<file path="config.mk">
export PLATFORM = sky130hd
export DESIGN_NAME = melody_sequencer_flat
export DESIGN_NICKNAME = d
export VERILOG_FILES = /design/src/rtl/melody_sequencer_if.sv /design/src/rtl/melody_sequencer.sv /design/src/flat_wrapper.sv
export SDC_FILE = /design/constraint.sdc
export NUM_CORES = 1
export LEC_CHECK = 0
export CELL_PAD_IN_SITES_DETAIL_PLACEMENT = 0
export CELL_PAD_IN_SITES_GLOBAL_PLACEMENT = 2
export CORE_MARGIN = 2
export CORE_UTILIZATION = 25
export CTS_BUF_LIST = sky130_fd_sc_hd__clkbuf_2
export DETAILED_ROUTE_END_ITERATION = 7
export GPL_TIMING_DRIVEN = 0
export PLACE_DENSITY = 0.66
export SLEW_MARGIN = 10
export SYNTH_ARGS = -nofsm -noshare
export SYNTH_HDL_FRONTEND = slang
export SYNTH_SLANG_ARGS = --single-unit
</file>
<file path="constraint.sdc">
create_clock -name CLOCK_50 -period 5.1 [get_ports CLOCK_50]
set_clock_uncertainty 0.15 [all_clocks]
set_input_delay 1.02 -clock CLOCK_50 [delete_from_list [all_inputs] [get_ports CLOCK_50]]
set_output_delay 1.02 -clock CLOCK_50 [all_outputs]
set_load 0.01 [all_outputs]
</file>
<file path="src/rtl/melody_sequencer_if.sv">
// Note ROM bus: the sequencer drives the address and the synchronous ROM
// returns the word one cycle later.
interface melody_sequencer_if #(
    parameter int ADDR_W = 10,
    parameter int DATA_W = 40
);
    logic [ADDR_W-1:0] rom_addr;
    logic [DATA_W-1:0] rom_data;

    modport master (output rom_addr, input rom_data);
    modport slave (input rom_addr, output rom_data);
endinterface

</file>
<file path="src/rtl/melody_sequencer.sv">
// Multi-voice square-wave melody player with saturating mixer.
// Optional tempo change enabled by MELODY_SEQ_TEMPO_CHANGE_EN.
module melody_sequencer #(
    parameter int          NUM_VOICES = 2,
    parameter int          HP_W       = 20,
    parameter int          ADDR_W     = 10,
    parameter int          TEMPO_W    = 27,
    parameter logic [31:0] AMPLITUDE  = 32'd500000000
) (
    input  logic                CLOCK_50,
    input  logic                resetn,
    input  logic                start,
    input  logic                enable,
    input  logic                loop_en,
    input  logic [ADDR_W-1:0]   song_last,
    input  logic [TEMPO_W-1:0]  tempo_limit,
    input  logic [TEMPO_W-1:0]  tempo_alt_limit,
    input  logic [ADDR_W-1:0]   tempo_change_addr,
    melody_sequencer_if.master  rom,
    output logic [31:0]         sample_out,
    output logic                playing,
    output logic                done
);

    typedef enum logic [1:0] {
        S_IDLE,
        S_FETCH,
        S_LOAD,
        S_PLAY
    } state_t;

    localparam logic signed [33:0] AMP34 = {2'b00, AMPLITUDE};
    localparam logic signed [33:0] MAXV  = 34'sh0_7FFF_FFFF;
    localparam logic signed [33:0] MINV  = 34'sh3_8000_0000;

    state_t             state;
    state_t             state_nxt;
    logic [ADDR_W-1:0]  addr_q;
    logic [TEMPO_W-1:0] note_cnt;
    logic [TEMPO_W-1:0] limit_cur;
    logic               note_end;
    logic               last_note;
    logic               go;
    logic               adv;
    logic               wrap;
    logic               fin;

    logic [HP_W-1:0]    hp_q   [NUM_VOICES];
    logic [HP_W-1:0]    vcnt_q [NUM_VOICES];
    logic               ph_q   [NUM_VOICES];
    logic signed [33:0] mix_sum;
    logic [31:0]        mix_sat;

    assign rom.rom_addr = addr_q;

    assign go        = enable & start;
    assign note_end  = (state == S_PLAY) && (note_cnt == limit_cur);
    assign last_note = (addr_q == song_last);
    assign adv  = enable & ~start & note_end & ~last_note;
    assign wrap = enable & ~start & note_end & last_note & loop_en;
    assign fin  = enable & ~start & note_end & last_note & ~loop_en;

    always_ff @(posedge CLOCK_50) begin
        if (!resetn) begin
            state <= S_IDLE;
        end else begin
            state <= state_nxt;
        end
    end

    always_comb begin
        state_nxt = state;
        if (go) begin
            state_nxt = S_FETCH;
        end else if (enable) begin
            unique case (state)
                S_IDLE:  state_nxt = S_IDLE;
                S_FETCH: state_nxt = S_LOAD;
                S_LOAD:  state_nxt = S_PLAY;
                S_PLAY: begin
                    if (adv || wrap) state_nxt = S_FETCH;
                    else if (fin)    state_nxt = S_IDLE;
                end
                default: state_nxt = S_IDLE;
            endcase
        end
    end

    always_comb begin
        playing = (state != S_IDLE);
    end

`ifdef MELODY_SEQ_TEMPO_CHANGE_EN
    logic alt_q;

    always_ff @(posedge CLOCK_50) begin
        if (!resetn) begin
            alt_q <= 1'b0;
        end else if (go || wrap) begin
            alt_q <= 1'b0;
        end else if (adv && addr_q == tempo_change_addr) begin
            alt_q <= 1'b1;
        end
    end

    assign limit_cur = alt_q ? tempo_alt_limit : tempo_limit;
`else
    logic unused_cfg;

    assign unused_cfg = ^{tempo_alt_limit, tempo_change_addr};
    assign limit_cur  = tempo_limit;
`endif

    always_ff @(posedge CLOCK_50) begin
        if (!resetn) begin
            addr_q   <= '0;
            note_cnt <= '0;
        end else if (enable) begin
            if (start || wrap) begin
                addr_q <= '0;
            end else if (adv) begin
                addr_q <= addr_q + ADDR_W'(1);
            end
            if (start || state == S_LOAD || note_end) begin
                note_cnt <= '0;
            end else if (state == S_PLAY) begin
                note_cnt <= note_cnt + TEMPO_W'(1);
            end
        end
    end

    // Voices free-run through FETCH on the old note; finishing a song mutes them.
    always_ff @(posedge CLOCK_50) begin
        if (!resetn) begin
            for (int v = 0; v < NUM_VOICES; v++) begin
                hp_q[v]   <= '0;
                vcnt_q[v] <= '0;
                ph_q[v]   <= 1'b0;
            end
        end else if (enable) begin
            for (int v = 0; v < NUM_VOICES; v++) begin
                if (fin) begin
                    hp_q[v]   <= '0;
                    vcnt_q[v] <= '0;
                    ph_q[v]   <= 1'b0;
                end else if (state == S_LOAD) begin
                    hp_q[v]   <= rom.rom_data[v*HP_W +: HP_W];
                    vcnt_q[v] <= '0;
                    ph_q[v]   <= 1'b1;
                end else if (state != S_IDLE && hp_q[v] != '0) begin
                    if (vcnt_q[v] == hp_q[v]) begin
                        vcnt_q[v] <= '0;
                        ph_q[v]   <= ~ph_q[v];
                    end else begin
                        vcnt_q[v] <= vcnt_q[v] + HP_W'(1);
                    end
                end
            end
        end
    end

    always_comb begin
        mix_sum = '0;
        for (int v = 0; v < NUM_VOICES; v++) begin
            if (hp_q[v] != '0) begin
                mix_sum = ph_q[v] ? mix_sum + AMP34 : mix_sum - AMP34;
            end
        end
        if (mix_sum > MAXV) begin
            mix_sat = 32'h7FFF_FFFF;
        end else if (mix_sum < MINV) begin
            mix_sat = 32'h8000_0000;
        end else begin
            mix_sat = mix_sum[31:0];
        end
    end

    always_ff @(posedge CLOCK_50) begin
        if (!resetn) begin
            sample_out <= '0;
            done       <= 1'b0;
        end else begin
            sample_out <= (enable && state != S_IDLE) ? mix_sat : 32'd0;
            done       <= fin;
        end
    end

endmodule
</file>
<file path="src/flat_wrapper.sv">
// flat-port wrapper written by rule: the top's interface ports become plain ports
module melody_sequencer_flat 
#(
    parameter int          NUM_VOICES = 2,
    parameter int          HP_W       = 20,
    parameter int          ADDR_W     = 10,
    parameter int          TEMPO_W    = 27,
    parameter logic [31:0] AMPLITUDE  = 32'd500000000
)
  (CLOCK_50, resetn, start, enable, loop_en, song_last, tempo_limit, tempo_alt_limit, tempo_change_addr, sample_out, playing, done, rom_rom_addr, rom_rom_data);
  melody_sequencer_if #(.ADDR_W(ADDR_W)) rom_i ();
  input  logic CLOCK_50;
  input  logic resetn;
  input  logic start;
  input  logic enable;
  input  logic loop_en;
  input  logic [ADDR_W-1:0] song_last;
  input  logic [TEMPO_W-1:0] tempo_limit;
  input  logic [TEMPO_W-1:0] tempo_alt_limit;
  input  logic [ADDR_W-1:0] tempo_change_addr;
  output logic [31:0] sample_out;
  output logic playing;
  output logic done;
  output wire logic [$bits(rom_i.rom_addr)-1:0] rom_rom_addr;
  input wire logic [$bits(rom_i.rom_data)-1:0] rom_rom_data;
  assign rom_rom_addr = rom_i.rom_addr;
  assign rom_i.rom_data = rom_rom_data;
  melody_sequencer #(.NUM_VOICES(NUM_VOICES), .HP_W(HP_W), .ADDR_W(ADDR_W), .TEMPO_W(TEMPO_W), .AMPLITUDE(AMPLITUDE)) u_core (.CLOCK_50(CLOCK_50), .resetn(resetn), .start(start), .enable(enable), .loop_en(loop_en), .song_last(song_last), .tempo_limit(tempo_limit), .tempo_alt_limit(tempo_alt_limit), .tempo_change_addr(tempo_change_addr), .rom(rom_i), .sample_out(sample_out), .playing(playing), .done(done));
endmodule
</file>
==> results of run 1 <==
## metrics by stage
step,setup WS [ns],area [sq um],std cells
after detailed placement,0.225,9600,1324
after floorplan,1.61,7860,804
after CTS,0.520,9800,1355
after global placement,0.277,9600,1324
final,0.468,9800,1356
after global routing,0.0311,9800,1356
## cell type report
type	count	area, sq um	share of cell area [%]
Clock buffer	18	90.1	0.919
Tap cell	396	495	5.05
Buffer	36	200	2.04
Sequential cell	147	3760	38.4
Antenna cell	1	2.50	0.0255
Multi-Input combinational cell	598	3810	38.9
Timing Repair Buffer	124	1240	12.7
Clock inverter	13	111	1.14
Inverter	23	86.3	0.881
## worst reg2reg max path: stages (launching register included)
cell and delay [ns]:
edfxtp_1 0.49, nor4_1 0.38, nand3_1 0.20, or2_2 0.33, clkbuf_1 0.24, and2_1 0.27, ha_1 0.27, clkbuf_1 0.34
a211oi_1 0.20, a2111oi_0 0.55, nor2_1 0.09, a32oi_1 0.70, o21ai_0 0.24
## placed cells by master, fill, tap and decap left out, types with 4 or more instances in the layout
master / netlist / routed
buf_6: 4 / 4
nand2b_1: 4 / 4
clkbuf_2: 0 / 18
nor2_1: 101 / 101
a31oi_1: 12 / 12
edfxtp_1: 82 / 82
ha_1: 10 / 10
o31ai_1: 5 / 5
nand3_1: 48 / 48
a21oi_1: 18 / 18
nor3_1: 19 / 19
clkbuf_1: 19 / 19
nor2b_1: 5 / 5
o21ai_0: 25 / 25
or3_1: 5 / 5
nand2_1: 47 / 47
xor2_1: 73 / 73
xnor2_1: 66 / 66
nand4_1: 29 / 29
dfxtp_1: 65 / 65
and3_1: 18 / 18
and4_1: 5 / 5
and2_1: 44 / 44
inv_1: 23 / 23
nor4_1: 19 / 19
buf_4: 8 / 8
buf_2: 4 / 4
clkdlybuf4s50_1: 0 / 124
## per-layer routing
metal  vias to the layer above  GRT usage [%]
met2                       129           22.2
met5                         -              0
met3                         7           2.82
li1                       3117              -
met1                      2894           18.1
met4                         0           2.70
## path summary, 6_finish.rpt
path	startpoint	endpoint	slack, ns
max	u_core.hp_q[0][6]	u_core.sample_out[11]	0.47
min	u_core.rom.rom_addr[9]	u_core.rom.rom_addr[9]	0.39
max reg2reg	u_core.hp_q[0][6]	u_core.sample_out[11]	0.47
min reg2reg	u_core.rom.rom_addr[9]	u_core.rom.rom_addr[9]	0.39
## power by group through the flow
| stage | sequential [uW] | combinational [uW] | clock [uW] |
|---|---|---|---|
| 2_1_floorplan | 1370 | 165 | 0 |
| 3_3_place_gp | 1380 | 304 | 0 |
| 3_5_place_dp | 1380 | 302 | 0 |
| 4_1_cts | 1350 | 304 | 667 |
| 5_1_grt | 1360 | 332 | 712 |
| 6_report | 1350 | 300 | 625 |
## logic make-up after synthesis
group,after synthesis,share of synthesized area (%)
buffers and inverters,59,3.64
xor gates and xnor gates,139,15.5
adders and majority gates,11,1.85
DFF,147,47.9
and+or+nand+nor,361,23.8
muxes,3,0.382
AOI/OAI and AO/OA,84,6.95
## state kept, by name, indices dropped and copies added (netlist names)
| register | cells |
|---|---|
| u_core.hp_q | 40 |
| u_core.vcnt_q | 40 |
| u_core.note_cnt | 27 |
| u_core.sample_out | 25 |
| u_core.rom.rom_addr | 10 |
| u_core.ph_q | 2 |
| u_core.state | 2 |
| u_core.done | 1 |
==> metrics, run 1 <==
RePlAce Congestion 0.798; synth top area cells edfxtp_1 (31%), dfxtp_1 (17%), xor2_1 (8.1%), xnor2_1 (7.4%), nor2_1 (4.8%); final WL between 20000 and 25000 um; CTS Buffer Depth 2; Core Area slightly above 0.03 sq mm; Layout area overhead 24.7%; Hold Fails Final Rpt 0; CP startpoint kind flip-flop; Least-Margin Pin Slew 0.941 ns; switch share 28.6%; min cycle time layout between 4 and 5 ns; outcome complete, no violations; H-tree levels 4; Clock power frac 27.4%; clk slew on worst S/H paths 0.28 ns; leading area contributor after synthesis edfxtp_1; Pwr per Cell Area 232 mW/mm^2; DR WL/cell between 15 and 20 um; I/O Pins between 150 and 200; port bufs between 100 and 150; largest net degree at the start of global routing 21; WL met3 760 um; CP Depth 12; Gate power share 13.2%; Final setup viols 0; share of layout cells above drive strength 1 6.57%; most numerous cell in the Yosys netlist nor2_1; post-synthesis cell type count 58; die width 181 um; CP Buf/Inv Count 2; highest metal used met4; CP endpoint kind flip-flop; RSZ-0062 raised after global routing no; post-synthesis sequential area ratio 47.9%; Tot GR Track Use between 10 and 15%; filler cell count around 3200; CTS Sinks 147; num rows 64; delay-heaviest family, CP compound AO/OA/AOI/OAI gates; Hold Crit Depth 2; Post-synth EDFFs 82; first-pass GRT wire length approximately 35000 um; layout net count between 1000 and 1500; ys async rst share 0%; Hold WC Path Type flip-flop to flip-flop; Post-CTS Setup Bufs 0; setup TNS 0 ns; Post-Route M1 WL 10400 um; total CTS buffers 17; 1st-iter DRT viols 246; Avg Inst Size Synth 9.78 sq um; grt ovf 0; Slew Limit Fails 0; critical path type flip-flop to flip-flop; maximum vdd drop 118 uV; initial core utilization around a quarter; Maximum Capacitance Violations 0; worst reg-to-reg path cell count 12; root buffer cell clkbuf_2; delay of the slowest cell on the worst path 0.70 ns; vias per std cell 4.53; CTS tree built; HPWL Detailed 16100 um; Pre-antenna DRT Iters 6; via count around 6100; CP arrival 5.04 ns; post_cts resized 0; CP max FO 10; Sequential Power Share 59.4%; die area 0.0329 sq mm; Die H 181 um; Mapped Cells 804; P_sw 652 uW; CP required around 5.5 ns; metal2 WL between 10000 and 15000 um; yosys warns 0; Lkg Pwr 0.00338 uW; Post-Syn Area 0.00786 sq mm; area share of the largest cell type after synthesis 31.3%; Layout Utilization 31.9%; Max Freq 0.216 GHz; worst hold margin 0.391 ns; Worst-Skew Late Latency 0.72 ns; hold-fix buffers at CTS 0; Post-synth top cells nor2_1 (101), edfxtp_1 (82), xor2_1 (73); Yosys reg bits 147; CP most frequent cell clkbuf_1; number of global-route vias before repair 6217; Overall Power ~2300 uW; Worst path slowest cell a32oi_1; Max transition margin 37.1%; final antenna-violating net count 0; Tcrit/Tclk final between 90% and 100%; Main synth FF type edfxtp_1; initial antenna violation count 1; residual DRC count 0; internal power 1620 uW; Syn Nets ~930; worst-path cell chain nor4_1 > nand3_1 > or2_2 > clkbuf_1 > and2_1 > ha_1 > clkbuf_1 > a211oi_1 > a2111oi_0 > nor2_1 > a32oi_1 > o21ai_0
Power figures use the tool's default switching activity.
==> run 2, diff against run 1 <==
Settings changed: CORE_UTILIZATION 25 to 33, PLACE_DENSITY 0.66 to 0.84.
==> metrics, run 2 (same netlist as run 1, synthesis figures left out) <==
residual DRC count 0; CP Buf/Inv Count 3; clk slew on worst S/H paths approximately 0.22 ns; outcome complete, no violations; number of global-route vias before repair 5918; Hold WC Path Type flip-flop to flip-flop; num rows 56; post_cts resized 0; Hold Crit Depth 2; Max Freq ~0.22 GHz; critical path type flip-flop to flip-flop; R2R Path End u_core.sample_out[28]; delay of the slowest cell on the worst path 0.69 ns; hold-fix buffers at CTS 0; I/O Pins around 160; fin cells 1280; cell count after placement 1247; Lkg Pwr 0.00341 uW; RePlAce Congestion just over 0.8; commonest non-fill, non-tap cells in the layout clkdlybuf4s50_1 (124), nor2_1 (101), edfxtp_1 (82); Least-Margin Pin Slew 0.883 ns; via count 6086; worst hold start u_core.rom.rom_addr[9]; die width 158 um; CP startpoint kind flip-flop; Max transition margin 41.0%; maximum vdd drop 113 uV; Tot GR Track Use 16.0%; CP required 5.52 ns; final WL a little under 20000 um; Layout area overhead 23.7%; Tcrit/Tclk final between 90% and 100%; r2r setup slk 0.49 ns; Hold Fails Final Rpt 0; largest registers u_core.hp_q (40), u_core.vcnt_q (40), u_core.note_cnt (27); Pre-antenna DRT Iters 5; Core Area approximately 0.023 sq mm; HPWL Detailed 14700 um; Worst path slowest cell a2111oi_0; Final setup viols 0; initial core utilization 33.6%; worst-path cell chain nor4_1 > nand3_1 > or2_2 > clkbuf_1 > and2_1 > ha_1 > clkbuf_1 > a211oi_1 > a2111oi_0 > a31o_2 > o21bai_1 > clkbuf_1 > a31oi_1; die area around 0.025 sq mm; Die H between 150 and 200 um; CP arrival 5.03 ns; DR WL/cell roughly 15 um; largest net degree at the start of global routing 21; Post-CTS Setup Bufs 0; worst reg-to-reg path cell count 13; vias per std cell 4.75; delay-heaviest family, CP compound AO/OA/AOI/OAI gates; Maximum Capacitance Violations 0; Worst-Skew Late Latency 0.70 ns; worst hold margin 0.386 ns; initial antenna violation count 1; commonest non-fill, non-tap cell in the layout clkdlybuf4s50_1; CTS Buffer Depth 2; slack of the critical path 0.491 ns; min cycle time layout 4.61 ns; layout net count 1077; Slew Limit Fails 0; hold endpoint u_core.rom.rom_addr[9]; Layout Utilization between 40% and 50%; CTS tree built; first-pass GRT wire length 31200 um; CP max FO 10; final antenna-violating net count 0; CTS Sinks 147; r2r startpoint u_core.hp_q[0][6]; H-tree levels 4; pre-CTS WS 0.393 ns; total CTS buffers 17; share of layout cells above drive strength 1 roughly 6.5%; setup TNS 0 ns; CP endpoint kind flip-flop; Pwr per Cell Area 236 mW/mm^2; port bufs between 100 and 150; grt ovf 0; 1st-iter DRT viols 301; RSZ-0062 raised after global routing no; CP most frequent cell clkbuf_1; root buffer cell clkbuf_2
## run 2: layer usage
metal	global-route usage, %	share of wire (%)	up-vias
met2	26.2	46	135
met5	0	0	-
li1	-	-	3129
met3	3.70	4.5	7
met4	2.83	0.42	0
met1	21.9	49	2815
## run 2: through the flow
| step | total power (uW) | cell area (sq um) |
|---|---|---|
| 3_3_place_gp | 1670 | 9500 |
| 2_1_floorplan | 1530 | 7860 |
| 4_1_cts | 2320 | 9720 |
| 3_5_place_dp | 1670 | 9500 |
| 5_1_grt | 2410 | 9720 |
| 6_report | 2290 | 9720 |
## run 2: how the worst max path moves through the flow
stage / cells past startpoint / to / startpoint
CTS: 13 / u_core.sample_out[28] / u_core.hp_q[0][6]
global route: 13 / u_core.sample_out[28] / u_core.hp_q[0][6]
global placement: 7 / u_core.vcnt_q[0][10] / tempo_limit[9]
floorplan: 13 / u_core.sample_out[13] / u_core.hp_q[0][10]
finish: 13 / u_core.sample_out[28] / u_core.hp_q[0][6]
detailed placement: 7 / u_core.vcnt_q[1][6] / tempo_limit[9]
## run 2: cell type report
class                           count  area, sq um
Buffer                             36          200
Inverter                           23         86.3
Tap cell                          319          399
Clock buffer                       22          110
Sequential cell                   147         3760
Timing Repair Buffer              124         1240
Fill cell                        2395        13700
Clock inverter                      9          106
Multi-Input combinational cell    598         3810
Antenna cell                        2         5.00
## run 2: tightest hold or removal path, stage by stage, from the launching register on
cell     delay, ns
dfxtp_1       0.38
o31ai_1       0.08
a21oi_1       0.06
## run 2: power breakdown
part / leakage [uW] / internal [uW] / switching (uW) / total, uW
registers: 0.00138 / 1300 / 49.4 / 1350
logic: 0.00189 / 149 / 146 / 295
clock network: 0.000140 / 231 / 414 / 645
